**src/rtl/button_conditioner.sv**
```systemverilog
`default_nettype none
// ============================================================================
// Module      : button_conditioner
// Description : Conditions a raw, bouncy, asynchronous pushbutton level.
//               The raw level passes through a two-flop synchronizer and a
//               four-state debounce FSM. Two registered outputs are produced:
//               a one-cycle pulse per accepted press, and the debounced level.
//
// Ports       : sClk         - single clock, rising-edge active
//               sReset       - synchronous, active-high reset
//               sButtonRaw   - asynchronous pushbutton level (1 = pressed)
//               sButton      - one-cycle pulse per accepted press
//               sButtonLevel - debounced button level
//
// Parameters  : DEBOUNCE_CYCLES - counter terminal value + 1 (>= 1)
//               CNT_W           - counter width, 2**CNT_W >= DEBOUNCE_CYCLES
//
// Revision    : 1.0 - initial release
// ============================================================================
module button_conditioner #(
  parameter int DEBOUNCE_CYCLES = 4,
  parameter int CNT_W           = 3
) (
  input  logic sClk,
  input  logic sReset,
  input  logic sButtonRaw,
  output logic sButton,
  output logic sButtonLevel
);

  // State encoding
  localparam logic [1:0] c_IDLE         = 2'd0;
  localparam logic [1:0] c_PRESS_WAIT   = 2'd1;
  localparam logic [1:0] c_PRESSED      = 2'd2;
  localparam logic [1:0] c_RELEASE_WAIT = 2'd3;

  // Terminal count: the last stable sample before a transition is accepted.
  localparam logic [CNT_W-1:0] c_CNT_LAST = CNT_W'(DEBOUNCE_CYCLES - 1);
  localparam logic [CNT_W-1:0] c_CNT_ZERO = '0;
  localparam logic [CNT_W-1:0] c_CNT_ONE  = CNT_W'(1);

  // Synchronizer flops; only r_sync2 is seen by the FSM.
  logic             r_sync1;
  logic             r_sync2;

  logic [1:0]       r_state;
  logic [CNT_W-1:0] r_cnt;
  logic             r_button;
  logic             r_buttonLevel;

  logic [1:0]       w_stateNext;
  logic [CNT_W-1:0] w_cntNext;
  logic             w_pulseNext;
  logic             w_levelNext;

  // --------------------------------------------------------------------------
  // Next-state logic
  // --------------------------------------------------------------------------
  always_comb begin
    w_stateNext = r_state;
    w_cntNext   = r_cnt;
    w_pulseNext = 1'b0;

    case (r_state)
      c_IDLE: begin
        if (r_sync2) begin
          w_stateNext = c_PRESS_WAIT;
          w_cntNext   = c_CNT_ZERO;
        end
      end

      c_PRESS_WAIT: begin
        if (!r_sync2) begin
          w_stateNext = c_IDLE;
          w_cntNext   = c_CNT_ZERO;
        end else if (r_cnt == c_CNT_LAST) begin
          // Only this path generates the press pulse; re-entry into
          // PRESSED from RELEASE_WAIT is a bounce, not a new press.
          w_stateNext = c_PRESSED;
          w_pulseNext = 1'b1;
        end else begin
          w_cntNext   = r_cnt + c_CNT_ONE;
        end
      end

      c_PRESSED: begin
        if (!r_sync2) begin
          w_stateNext = c_RELEASE_WAIT;
          w_cntNext   = c_CNT_ZERO;
        end
      end

      c_RELEASE_WAIT: begin
        if (r_sync2) begin
          w_stateNext = c_PRESSED;
          w_cntNext   = c_CNT_ZERO;
        end else if (r_cnt == c_CNT_LAST) begin
          w_stateNext = c_IDLE;
        end else begin
          w_cntNext   = r_cnt + c_CNT_ONE;
        end
      end

      default: begin
        w_stateNext = c_IDLE;
        w_cntNext   = c_CNT_ZERO;
      end
    endcase
  end

  // The level output is registered from the next state so that it tracks
  // the state register exactly, without an extra cycle of lag.
  assign w_levelNext = (w_stateNext == c_PRESSED) ||
                       (w_stateNext == c_RELEASE_WAIT);

  // --------------------------------------------------------------------------
  // Sequential logic
  // --------------------------------------------------------------------------
  always_ff @(posedge sClk) begin
    if (sReset) begin
      r_sync1       <= 1'b0;
      r_sync2       <= 1'b0;
      r_state       <= c_IDLE;
      r_cnt         <= c_CNT_ZERO;
      r_button      <= 1'b0;
      r_buttonLevel <= 1'b0;
    end else begin
      r_sync1       <= sButtonRaw;
      r_sync2       <= r_sync1;
      r_state       <= w_stateNext;
      r_cnt         <= w_cntNext;
      r_button      <= w_pulseNext;
      r_buttonLevel <= w_levelNext;
    end
  end

  assign sButton      = r_button;
  assign sButtonLevel = r_buttonLevel;

endmodule
`default_nettype wire

```
**config.mk**
```make
export PLATFORM = sky130hd
export DESIGN_NAME = button_conditioner
export DESIGN_NICKNAME = d
export VERILOG_FILES = /design/src/rtl/button_conditioner.sv
export SDC_FILE = /design/constraint.sdc
export NUM_CORES = 1
export LEC_CHECK = 0
export BUFFER_PORTS_ARGS = -buffer_cell sky130_fd_sc_hd__buf_2
export CELL_PAD_IN_SITES_DETAIL_PLACEMENT = 0
export CELL_PAD_IN_SITES_GLOBAL_PLACEMENT = 1
export CORE_AREA = 4 4 41 43
export CTS_BUF_LIST = sky130_fd_sc_hd__clkbuf_16
export DETAILED_ROUTE_END_ITERATION = 8
export DIE_AREA = 0 0 45 47
export GPL_ROUTABILITY_DRIVEN = 1
export HOLD_SLACK_MARGIN = 0.08
export PLACE_DENSITY_LB_ADDON = 0.1
export SYNTH_ARGS = -nofsm -noshare
export SYNTH_HDL_FRONTEND = slang
export SYNTH_SLANG_ARGS = --single-unit
export TNS_END_PERCENT = 30
```
**constraint.sdc**
```tcl
create_clock -name sClk -period 1.4 [get_ports sClk]
set_clock_uncertainty 0.2 [all_clocks]
set_input_delay 0.28 -clock sClk [delete_from_list [all_inputs] [get_ports sClk]]
set_output_delay 0.28 -clock sClk [all_outputs]
set_load 0.02 [all_outputs]
```
==> metrics.yaml, run 1 <==
outcome:
  outcome: "finished clean"
finish:
  final_cell_area_um2: 509
  drive_above_1_share_pct: 37.2
  final_common_cell: "dfxtp_1"
  fin_nets: 48
  antenna_cells: 0
  syn2layout_area_growth_pct: 45.4
  final_cell_mix: "dfxtp_1 (6), buf_2 (4), nand3b_1 (3), nand4_1 (3), clkbuf_16 (3)"
worst_setup_path:
  crit_path_end_kind: "flop"
  rr_worst_depth: 4
  arrival_ns: 1.31
  worstPathRequired_ns: 1.36
  reg2reg_to: "r_cnt[2]$_SDFFE_PP0P_"
  start_kind: "flop"
  worst-path-max-fanout: 4
  regToRegStartpoint: "r_cnt[1]$_SDFFE_PP0P_"
  path_class: "reg -> reg"
  regToRegSetupSlack_ns: 0.05
global_route:
  grt.overflow.total: 0
  grt_pass1_vias: 245
  antenna_found_initial: 0
  grt_pass1_wl_um: 993
  grt.total_usage_pct: 7.23
  grt_max_degree: 10
synthesis:
  ys_ff_latch: 8
  syn_inst: 33
  synth_nets: 37
  yosysUniqueCellTypes: 17
  yosys_warnings: 0
  ys_seq_area_share_pct: 45.7
  syn_area_per_cell_um2: 10.6
  synth_area_um2: 350
route:
  drtIter0Drc: 12
  drt.antenna.violating_nets: 0
  vias: 270
  drc: 0
  via_per_inst: 4.66
  drt-total-wl_um: 692
  wl_per_cell_um: 11.9
  dr.pass1.iters: 3
placement:
  routabilityCongestion: 0.752
  pre_cts_ws_ns: 0.0257
  dp_hpwl_um: 484
  port_buffers: 4
  post_dp_cell_area_um2: 415
timing:
  fin_ws_ns: 0.0527
  worst_slew_pin_slew_ns: 0.230
  max_freq_mhz: 742
  slew_headroom_pct: 84.4
  maxSlewViolCount: 0
  fin_crit_ns: 1.35
  fin_crit_sh_pct: 96.2
  finalSetupTns_ns: 0
  rsz0062_at_grt: "true"
  setup_violations: 0
  finalHoldViolations: 0
pwr:
  finalPower_mw: 0.742
  switching_share_pct: 17.0
  leakage_nw: 0.201
  p_switching_mw: 0.126
  pwr-share-comb_pct: 2.9
  intPower_mw: 0.616
  seqPwrFrac_pct: 31.8
  powerDensity_mw_per_mm2: 1460
  peakVddDrop_mv: 0.522
  p_clk_share_pct: 65.3
floorplanning:
  die_w_um: 45
  die_area_mm2: 0.00212
  start_util_pct: 26.9
  rows: 13
  ios: 5
  die_h_um: 47
  core_mm2: 0.00130
hold_path:
  worstHoldPathType: "in -> reg"
  hold_start: "sReset"
  holdPathEnd: "r_sync2$_SDFF_PP0_"
  min_path_cells: 2
clock_network:
  postCtsSetupRepairBufs: 0
  clk_pin_slew_ns: 0.04
  clock_sinks: 8
  numCtsBuffers: 3
  cts_max_level: 1
  clock-root-buffer: "clkbuf_16"
  cts_tree: "done"
  clkLatencyLatePin_ns: 0.23
  cts_max_path_buffers: 2
flow_run:
  drv_cap: 0
-- worst max-delay path by stage --
stage / start / depth (start not counted) / to / slack (ns)
6_report: r_cnt[1]$_SDFFE_PP0P_ / 4 / r_cnt[2]$_SDFFE_PP0P_ / 0.05
2_1_floorplan: sButtonLevel$_SDFF_PP0_ / 3 / r_cnt[2]$_SDFFE_PP0P_ / 0.04
4_1_cts: r_cnt[1]$_SDFFE_PP0P_ / 4 / r_cnt[2]$_SDFFE_PP0P_ / 0.008
5_1_grt: r_cnt[1]$_SDFFE_PP0P_ / 4 / r_cnt[2]$_SDFFE_PP0P_ / -0.006
3_5_place_dp: r_cnt[1]$_SDFFE_PP0P_ / 4 / r_cnt[2]$_SDFFE_PP0P_ / 0.03
3_3_place_gp: r_cnt[1]$_SDFFE_PP0P_ / 4 / r_cnt[2]$_SDFFE_PP0P_ / 0.05
-- flip-flops by register name, summed over array words and instances, names as in the netlist --
name / count
r_cnt: 3
r_sync2: 1
r_sync1: 1
r_state: 1
sButtonLevel: 1
sButton: 1
-- synthesized netlist by cell type, drive strengths merged --
| library cell | instances | share of area [%] |
|---|---|---|
| nor3b | 1 | 3.6 |
| nand2 | 1 | 1.1 |
| nand4 | 3 | 5.4 |
| dfxtp | 8 | 46 |
| xor2 | 1 | 4.6 |
| nor2b | 3 | 5.4 |
| a31oi | 2 | 3.6 |
| ha | 1 | 3.6 |
| nand3b | 3 | 6.4 |
| nor2 | 2 | 2.1 |
| nand2b | 2 | 3.6 |
| clkbuf | 1 | 1.4 |
| mux2 | 1 | 3.2 |
| nor4b | 1 | 2.5 |
| mux2i | 1 | 2.9 |
| nand4b | 1 | 2.5 |
| xnor2 | 1 | 2.5 |
-- power groups by stage --
stage | sequential [mW] | combinational (mW) | clock (mW)
global route | 0.236 | 0.0240 | 0.506
detailed placement | 0.239 | 0.0197 | 0
floorplan | 0.237 | 0.0121 | 0
global placement | 0.239 | 0.0198 | 0
finish | 0.236 | 0.0217 | 0.485
CTS | 0.236 | 0.0220 | 0.494
-- logic make-up after synthesis --
family / share of synthesized area, %
AND/OR/NAND/NOR: 32.5
adder cells (fa/ha/maj): 3.57
buffers and inverters: 1.43
AO/OA/AOI/OAI: 3.57
flip-flops: 45.7
multiplexers: 6.07
XOR/XNOR: 7.14
-- metal layers --
layer	global-route usage, %	up-vias	share of wire, %
met3	4.60	0	6.2
met4	5.26	0	0
met1	8.55	126	46
met2	9.32	6	48
li1	-	138	-
met5	0	-	0
-- through the flow --
| stage | util (%) | hold WS [ns] | instances |
|---|---|---|---|
| detailed placement | 31.9 | 0.231 | 53 |
| floorplan | - | 0.143 | 33 |
| global placement | 31.9 | 0.220 | 53 |
| CTS | 38.8 | 0.133 | 58 |
| global route | 39.1 | 0.151 | 58 |
| finish | 39.1 | 0.134 | 58 |
-- area by class of cell --
| cell class | count | area (um^2) |
|---|---|---|
| sequential | 8 | 165 |
| clock inverter | 1 | 3.75 |
| multi-input combinational | 24 | 201 |
| fill | 136 | 792 |
| timing repair buffer | 7 | 45.0 |
| clock buffer | 3 | 75.1 |
| tap | 15 | 18.8 |
-- worst max-delay path, cell delays in order (launching register included) --
cell	delay, ns
dfxtp_1	0.33
ha_2	0.20
nand2b_1	0.14
mux2_2	0.28
nor3b_2	0.14
-- what timing repair did --
item / CTS / global route
gates resized for setup: 0 / 2
hold buffers: 1 / 0
hold endpoints to repair: 1 / 0
setup endpoints to repair: 0 / 3
Power figures use the tool's default switching activity.
==> run 2, diff against run 1 <==
--- a/config.mk
+++ b/config.mk
@@ -5,6 +5,7 @@
 export SDC_FILE = /design/constraint.sdc
 export NUM_CORES = 1
 export LEC_CHECK = 0
+export ABC_AREA = 1
 export BUFFER_PORTS_ARGS = -buffer_cell sky130_fd_sc_hd__buf_2
 export CELL_PAD_IN_SITES_DETAIL_PLACEMENT = 0
 export CELL_PAD_IN_SITES_GLOBAL_PLACEMENT = 1
==> run 2 against run 1 <==
  * Total power fell by 2.4%
  * Largest power group unchanged
  * Critical endpoint is now r_state[0]$_SDFF_PP0_
  * Synthesized cell count rose by 42%
  * Combinational power fell by 21%
  * Final area fell by 8.6%
==> metrics.yaml, run 2 <==
clock_network:
  numCtsBuffers: 3  # unchanged
  cts_hold_buffers: 1  # unchanged
  clock-root-buffer: "clkbuf_16"
  cts_max_level: 1  # unchanged
  cts_max_path_buffers: 2  # unchanged
  ctsResizeCount: 0  # unchanged
  postCtsSetupRepairBufs: 0  # unchanged
  cts_tree: "done"
  clk_pin_slew_ns: 0.04  # about the same
  clock_sinks: 8  # unchanged
  clkLatencyLatePin_ns: 0.23  # about the same
route:
  drt.antenna.violating_nets: 0  # unchanged
  via_per_inst: 4.30  # -7.6%
  wl_per_cell_um: 8.96  # -25%
  vias: 301  # +11%
  dr.pass1.iters: 2  # -1
  drtIter0Drc: 2  # -10
  drt-total-wl_um: 627  # -9.4%
  drc: 0  # unchanged
floorplanning:
  die_w_um: 45  # unchanged
  core_mm2: 0.00130  # unchanged
  ios: 5  # unchanged
  die_area_mm2: 0.00212  # unchanged
  start_util_pct: 26.3  # -0.67 points
  rows: 13  # unchanged
  die_h_um: 47  # unchanged
timing:
  finalHoldViolations: 0  # unchanged
  max_freq_mhz: 776  # +4.5%
  setup_violations: 0  # unchanged
  maxSlewViolCount: 0  # unchanged
  rsz0062_at_grt: "false"
  fin_ws_ns: 0.111  # +0.0578 ns
  slew_headroom_pct: 88.3  # +3.8 points
  whs_ns: 0.118  # -0.0155 ns
  fin_crit_sh_pct: 92.1  # -4.1 points
  finalSetupTns_ns: 0  # unchanged
  fin_crit_ns: 1.29  # -0.0578 ns
  worst_slew_pin_slew_ns: 0.175  # -0.0553 ns
worst_setup_path:
  arrival_ns: 1.21  # -0.10 ns
  slowest_delay_ns: 0.34  # about the same
  start_kind: "flop"
  worst-path-max-fanout: 5  # +1
  crit_path_end_kind: "flop"
  worst_path_max_delay_cell: "dfxtp_1"
  path_class: "reg -> reg"
  critPathBufInv: 0  # unchanged
  worstPathRequired_ns: 1.32  # -0.04 ns
  worstPathCellList: "ha_1 -> nand3_1 -> and3b_2"
  cp_top_family: "simple AND/OR/NAND/NOR gates"
  cp-startpoint: "r_cnt[0]$_SDFFE_PP0P_"
  regToRegStartpoint: "r_cnt[0]$_SDFFE_PP0P_"
placement:
  port_buffers: 4  # unchanged
  routabilityCongestion: 0.681  # -9.5%
  pre_cts_ws_ns: 0.124  # +0.0980 ns
  dp_hpwl_um: 490  # +1.2%
global_route:
  grt_max_degree: 9  # -1
  grt.overflow.total: 0  # unchanged
  grt_pass1_wl_um: 1080  # +8.4%
  grt.total_usage_pct: 7.77  # +0.54 points
  grt_pass1_vias: 265  # +8.2%
  antenna_found_initial: 0  # unchanged
synthesis:
  synth_nets: 51  # +38%
  synthTopCellsByCount: "nor2_1 (11), nand2_1 (9), dfxtp_1 (8), inv_1 (8), nand3_1 (3)"
  ys_ff_latch: 8  # unchanged
  synth_area_um2: 342  # -2.5%
  syn_area_per_cell_um2: 7.27  # -32%
  synth_top_area_share_pct: 46.9  # +1.2 points
  yosysUniqueCellTypes: 12  # -5
  synth.most_common_cell: "nor2_1"
  synth_ff_type: "dfxtp_1"
  yosys-top-cells-area: "dfxtp_1 (47%), nor2_1 (12%), nand2_1 (9.9%)"
  yosys.area.top_type: "dfxtp_1"
  synth_edf_count: 0  # unchanged
  ys_seq_area_share_pct: 46.9  # +1.2 points
  async_flop_share_pct: 0  # unchanged
  syn_inst: 47  # +42%
  yosys_warnings: 0  # unchanged
pwr:
  powerDensity_mw_per_mm2: 1560  # +6.8%
  finalPower_mw: 0.724  # -2.4%
  peakVddDrop_mv: 0.605  # +16%
  leakage_nw: 0.213  # +5.9%
finish:
  drive_above_1_share_pct: 16.4  # -21 points
  final_common_cell: "nor2_1"
  regMostFlops: "r_cnt"
  fin_nets: 61  # +27%
  antenna_cells: 0  # unchanged
  finish.utilization_pct: 35.8  # -3.4 points
  final_cell_mix: "nor2_1 (11), nand2_1 (9), inv_1 (8), dfxtp_1 (8), buf_2 (4)"
  largest_register_ffs: 3  # unchanged
  syn2layout_area_growth_pct: 36.3
outcome:
  outcome: "finished clean"
hold_path:
  worstHoldPathType: "in -> reg"
  hold_start: "sReset"
flow_run:
  drv_cap: 0  # unchanged
==> run 2: cell families after synthesis <==
group                    share of synthesized area, %
flip-flops                                       46.9
buffers and inverters                            8.79
AND/OR/NAND/NOR                                  37.0
adder cells (fa/ha/maj)                          3.66
AO/OA/AOI/OAI                                    3.66
==> run 2: worst paths after layout <==
kind / end / slack [ns] / cells past startpoint
max: r_state[0]$_SDFF_PP0_ / 0.11 / 3
min: r_sync1$_SDFF_PP0_ / 0.12 / 2
max reg2reg: r_state[0]$_SDFF_PP0_ / 0.11 / 3
min reg2reg: r_sync2$_SDFF_PP0_ / 0.21 / 2
==> run 2: through the flow <==
stage	std cells	cell area [um^2]
after floorplan	47	342
after global placement	66	380
after detailed placement	66	380
after CTS	70	465
after global routing	70	465
final	70	465
==> run 2: layout make-up <==
type,count,area (um^2)
multi-input combinational,31,151
fill,150,836
clock buffer,3,75.1
sequential,8,160
tap,15,18.8
inverter,8,30.0
timing repair buffer,5,30.0
==> run 2: metal layers <==
layer / share of wire (%) / wire (um) / track usage (%) / up-vias
li1: - / - / - / 161
met1: 49 / 309 / 8.72 / 132
met2: 44 / 273 / 10.2 / 6
met3: 6.4 / 40 / 4.60 / 2
met4: 0.64 / 4 / 7.02 / 0
met5: 0 / 0 / 0 / -
==> run 2: where the power goes <==
| group | leakage (nW) | total (mW) | switching [mW] | internal, mW |
|---|---|---|---|---|
| Sequential | 0.0649 | 0.235 | 0.00200 | 0.233 |
| Combinational | 0.111 | 0.0171 | 0.00954 | 0.00758 |
| Clock | 0.0370 | 0.472 | 0.105 | 0.367 |
==> run 3, diff against run 2 <==
--- a/config.mk
+++ b/config.mk
@@ -9,10 +9,10 @@
 export BUFFER_PORTS_ARGS = -buffer_cell sky130_fd_sc_hd__buf_2
 export CELL_PAD_IN_SITES_DETAIL_PLACEMENT = 0
 export CELL_PAD_IN_SITES_GLOBAL_PLACEMENT = 1
-export CORE_AREA = 4 4 41 43
+export CORE_AREA = 2 2 39 41
 export CTS_BUF_LIST = sky130_fd_sc_hd__clkbuf_16
 export DETAILED_ROUTE_END_ITERATION = 8
-export DIE_AREA = 0 0 45 47
+export DIE_AREA = 0 0 41 43
 export GPL_ROUTABILITY_DRIVEN = 1
 export HOLD_SLACK_MARGIN = 0.08
 export PLACE_DENSITY_LB_ADDON = 0.1
==> run 3 against run 2 <==
  * Clock power is 1% higher
  * Die area is 17% lower
  * Routed wire length grew 9.9%
  * Non-clock buffer count did not move
  * Global-route usage increased by 3.5 points
  * Cell count rose by 1.4%
  * Critical path depth is the same
  * Setup slack worse by 0.014 ns
  * Fmax fell by 1.0%
  * Critical path type unchanged
  * Largest cell class unchanged
  * Largest power group unchanged
==> metrics.yaml, run 3 (same netlist as run 2, synthesis figures left out) <==
clock_network:
  clkLatencyLatePin_ns: 0.23  # about the same
  ctsResizeCount: 0  # unchanged
  clock_sinks: 8  # unchanged
  numCtsBuffers: 3  # unchanged
  cts_tree: "done"
  clk_pin_slew_ns: 0.04  # about the same
  cts_max_level: 1  # unchanged
  clock-root-buffer: "clkbuf_16"
  cts_max_path_buffers: 2  # unchanged
floorplanning:
  rows: 14  # +1
  die_h_um: 43  # -8.5%
  ios: 5  # unchanged
  die_area_mm2: 0.00176  # -17%
  start_util_pct: 24.7  # -1.6 points
  die_w_um: 41  # -8.9%
  core_mm2: 0.00138  # +6.3%
pwr:
  peakVddDrop_mv: 0.640  # +5.8%
  powerDensity_mw_per_mm2: 1570  # +0.72%
  leakage_nw: 0.213  # unchanged
  finalPower_mw: 0.731  # +0.99%
finish:
  post_layout_nonfiller_instances: 71  # +1.4%
  final_common_cell: "nor2_1"
  antenna_cells: 0  # unchanged
  fin_nets: 61  # unchanged
  drive_above_1_share_pct: 16.4  # unchanged
  largest_register_ffs: 3  # unchanged
  finish.utilization_pct: 33.7  # -2.0 points
  syn2layout_area_growth_pct: 36.6
  regMostFlops: "r_cnt"
  final_cell_area_um2: 467  # +0.27%
  final_cell_mix: "nor2_1 (11), nand2_1 (9), inv_1 (8), dfxtp_1 (8), buf_2 (4)"
route:
  drt.antenna.violating_nets: 0  # unchanged
  drtIter0Drc: 5  # +3
  drc: 0  # unchanged
  drt-total-wl_um: 689  # +9.9%
  wl_per_cell_um: 9.70  # +8.3%
  vias: 310  # +3.0%
  dr.pass1.iters: 2  # unchanged
  via_per_inst: 4.37  # +1.5%
placement:
  dp_hpwl_um: 539  # +10%
  placed_cells: 67  # +1.5%
  port_buffers: 4  # unchanged
  post_dp_cell_area_um2: 382  # +0.33%
  routabilityCongestion: 0.656  # -3.6%
hold_path:
  min_path_cells: 2  # unchanged
  hold_start: "sReset"
  worstHoldPathType: "in -> reg"
  holdPathEnd: "r_sync1$_SDFF_PP0_"
worst_setup_path:
  arrival_ns: 1.22  # about the same
  crit_path_end_kind: "flop"
  regToRegStartpoint: "r_cnt[0]$_SDFFE_PP0P_"
  path_class: "reg -> reg"
  regToRegSetupSlack_ns: 0.1  # about the same
  reg2reg_to: "r_state[0]$_SDFF_PP0_"
  worstPathRequired_ns: 1.32  # about the same
  start_kind: "flop"
  rr_worst_depth: 3  # unchanged
  worst-path-max-fanout: 5  # unchanged
timing:
  slew_headroom_pct: 87.2  # -1.1 points
  finalHoldViolations: 0  # unchanged
  maxSlewViolCount: 0  # unchanged
  fin_crit_sh_pct: 93.1  # +0.97 points
  setup_violations: 0  # unchanged
  fin_crit_ns: 1.30  # +0.0135 ns
  worst_slew_pin_slew_ns: 0.191  # +0.0159 ns
  max_freq_mhz: 767  # -1.0%
  finalSetupTns_ns: 0  # unchanged
  rsz0062_at_grt: "false"
global_route:
  grt.total_usage_pct: 11.3  # +3.5 points
  grt_max_degree: 9  # unchanged
  grt_pass1_vias: 317  # +20%
  antenna_found_initial: 0  # unchanged
  grt.overflow.total: 0  # unchanged
  grt_pass1_wl_um: 1170  # +9.0%
flow_run:
  drv_cap: 0  # unchanged
outcome:
  outcome: "finished clean"
==> run 3: cell counts in the layout (fill, tap and decap cells not counted) <==
No cell type changed its count.
==> run 3: area by class of cell <==
| type | instances | area (um^2) |
|---|---|---|
| fillers | 154 | 917 |
| flip-flops and latches | 8 | 160 |
| multi-input cells | 31 | 151 |
| clock buffers | 3 | 75.1 |
| repair buffers | 5 | 30.0 |
| inverters | 8 | 30.0 |
| well taps | 16 | 20.0 |
==> run 3: power by group <==
group / leakage (nW) / switching, mW / internal, mW
clock network: 0.0370 / 0.111 / 0.368
registers: 0.0649 / 0.00203 / 0.233
logic: 0.111 / 0.00929 / 0.00758
==> run 3: metal layers <==
layer	vias to the layer above	routed length (um)	track usage [%]
met5	-	0	0
met4	0	15	10.0
met3	2	38	6.28
met2	8	338	16.6
met1	137	297	10.4
li1	163	-	-
==> run 3: timing repair <==
item | in CTS | in global routing
endpoints found under the setup margin | 0 | 0
endpoints found under the hold margin | 1 | 0
hold buffers | 1 | 0
buffers inserted | 0 | 0
==> run 3: worst max-delay path by stage <==
stage | from | endpoint | slack, ns | depth (start not counted)
after floorplan | sButtonLevel$_SDFF_PP0_ | r_cnt[0]$_SDFFE_PP0P_ | 0.20 | 7
after CTS | r_cnt[0]$_SDFFE_PP0P_ | r_state[0]$_SDFF_PP0_ | 0.09 | 3
after global placement | r_cnt[0]$_SDFFE_PP0P_ | r_cnt[0]$_SDFFE_PP0P_ | 0.14 | 7
final | r_cnt[0]$_SDFFE_PP0P_ | r_state[0]$_SDFF_PP0_ | 0.1 | 3
after detailed placement | r_cnt[0]$_SDFFE_PP0P_ | r_state[0]$_SDFF_PP0_ | 0.09 | 3
after global routing | r_cnt[0]$_SDFFE_PP0P_ | r_state[0]$_SDFF_PP0_ | 0.008 | 3
==> run 3: through the flow <==
stage / worst slack (ns) / hold slack, ns
floorplan: 0.197 / 0.151
global route: 0.00798 / 0.127
finish: 0.0970 / 0.111
global placement: 0.140 / 0.196
CTS: 0.0865 / 0.113
detailed placement: 0.0940 / 0.203
==> run 3: worst max-delay path, stage by stage (launching register included) <==
cell and delay, ns:
dfxtp_1 0.35, ha_1 0.23, nand3_1 0.16, and3b_2 0.25
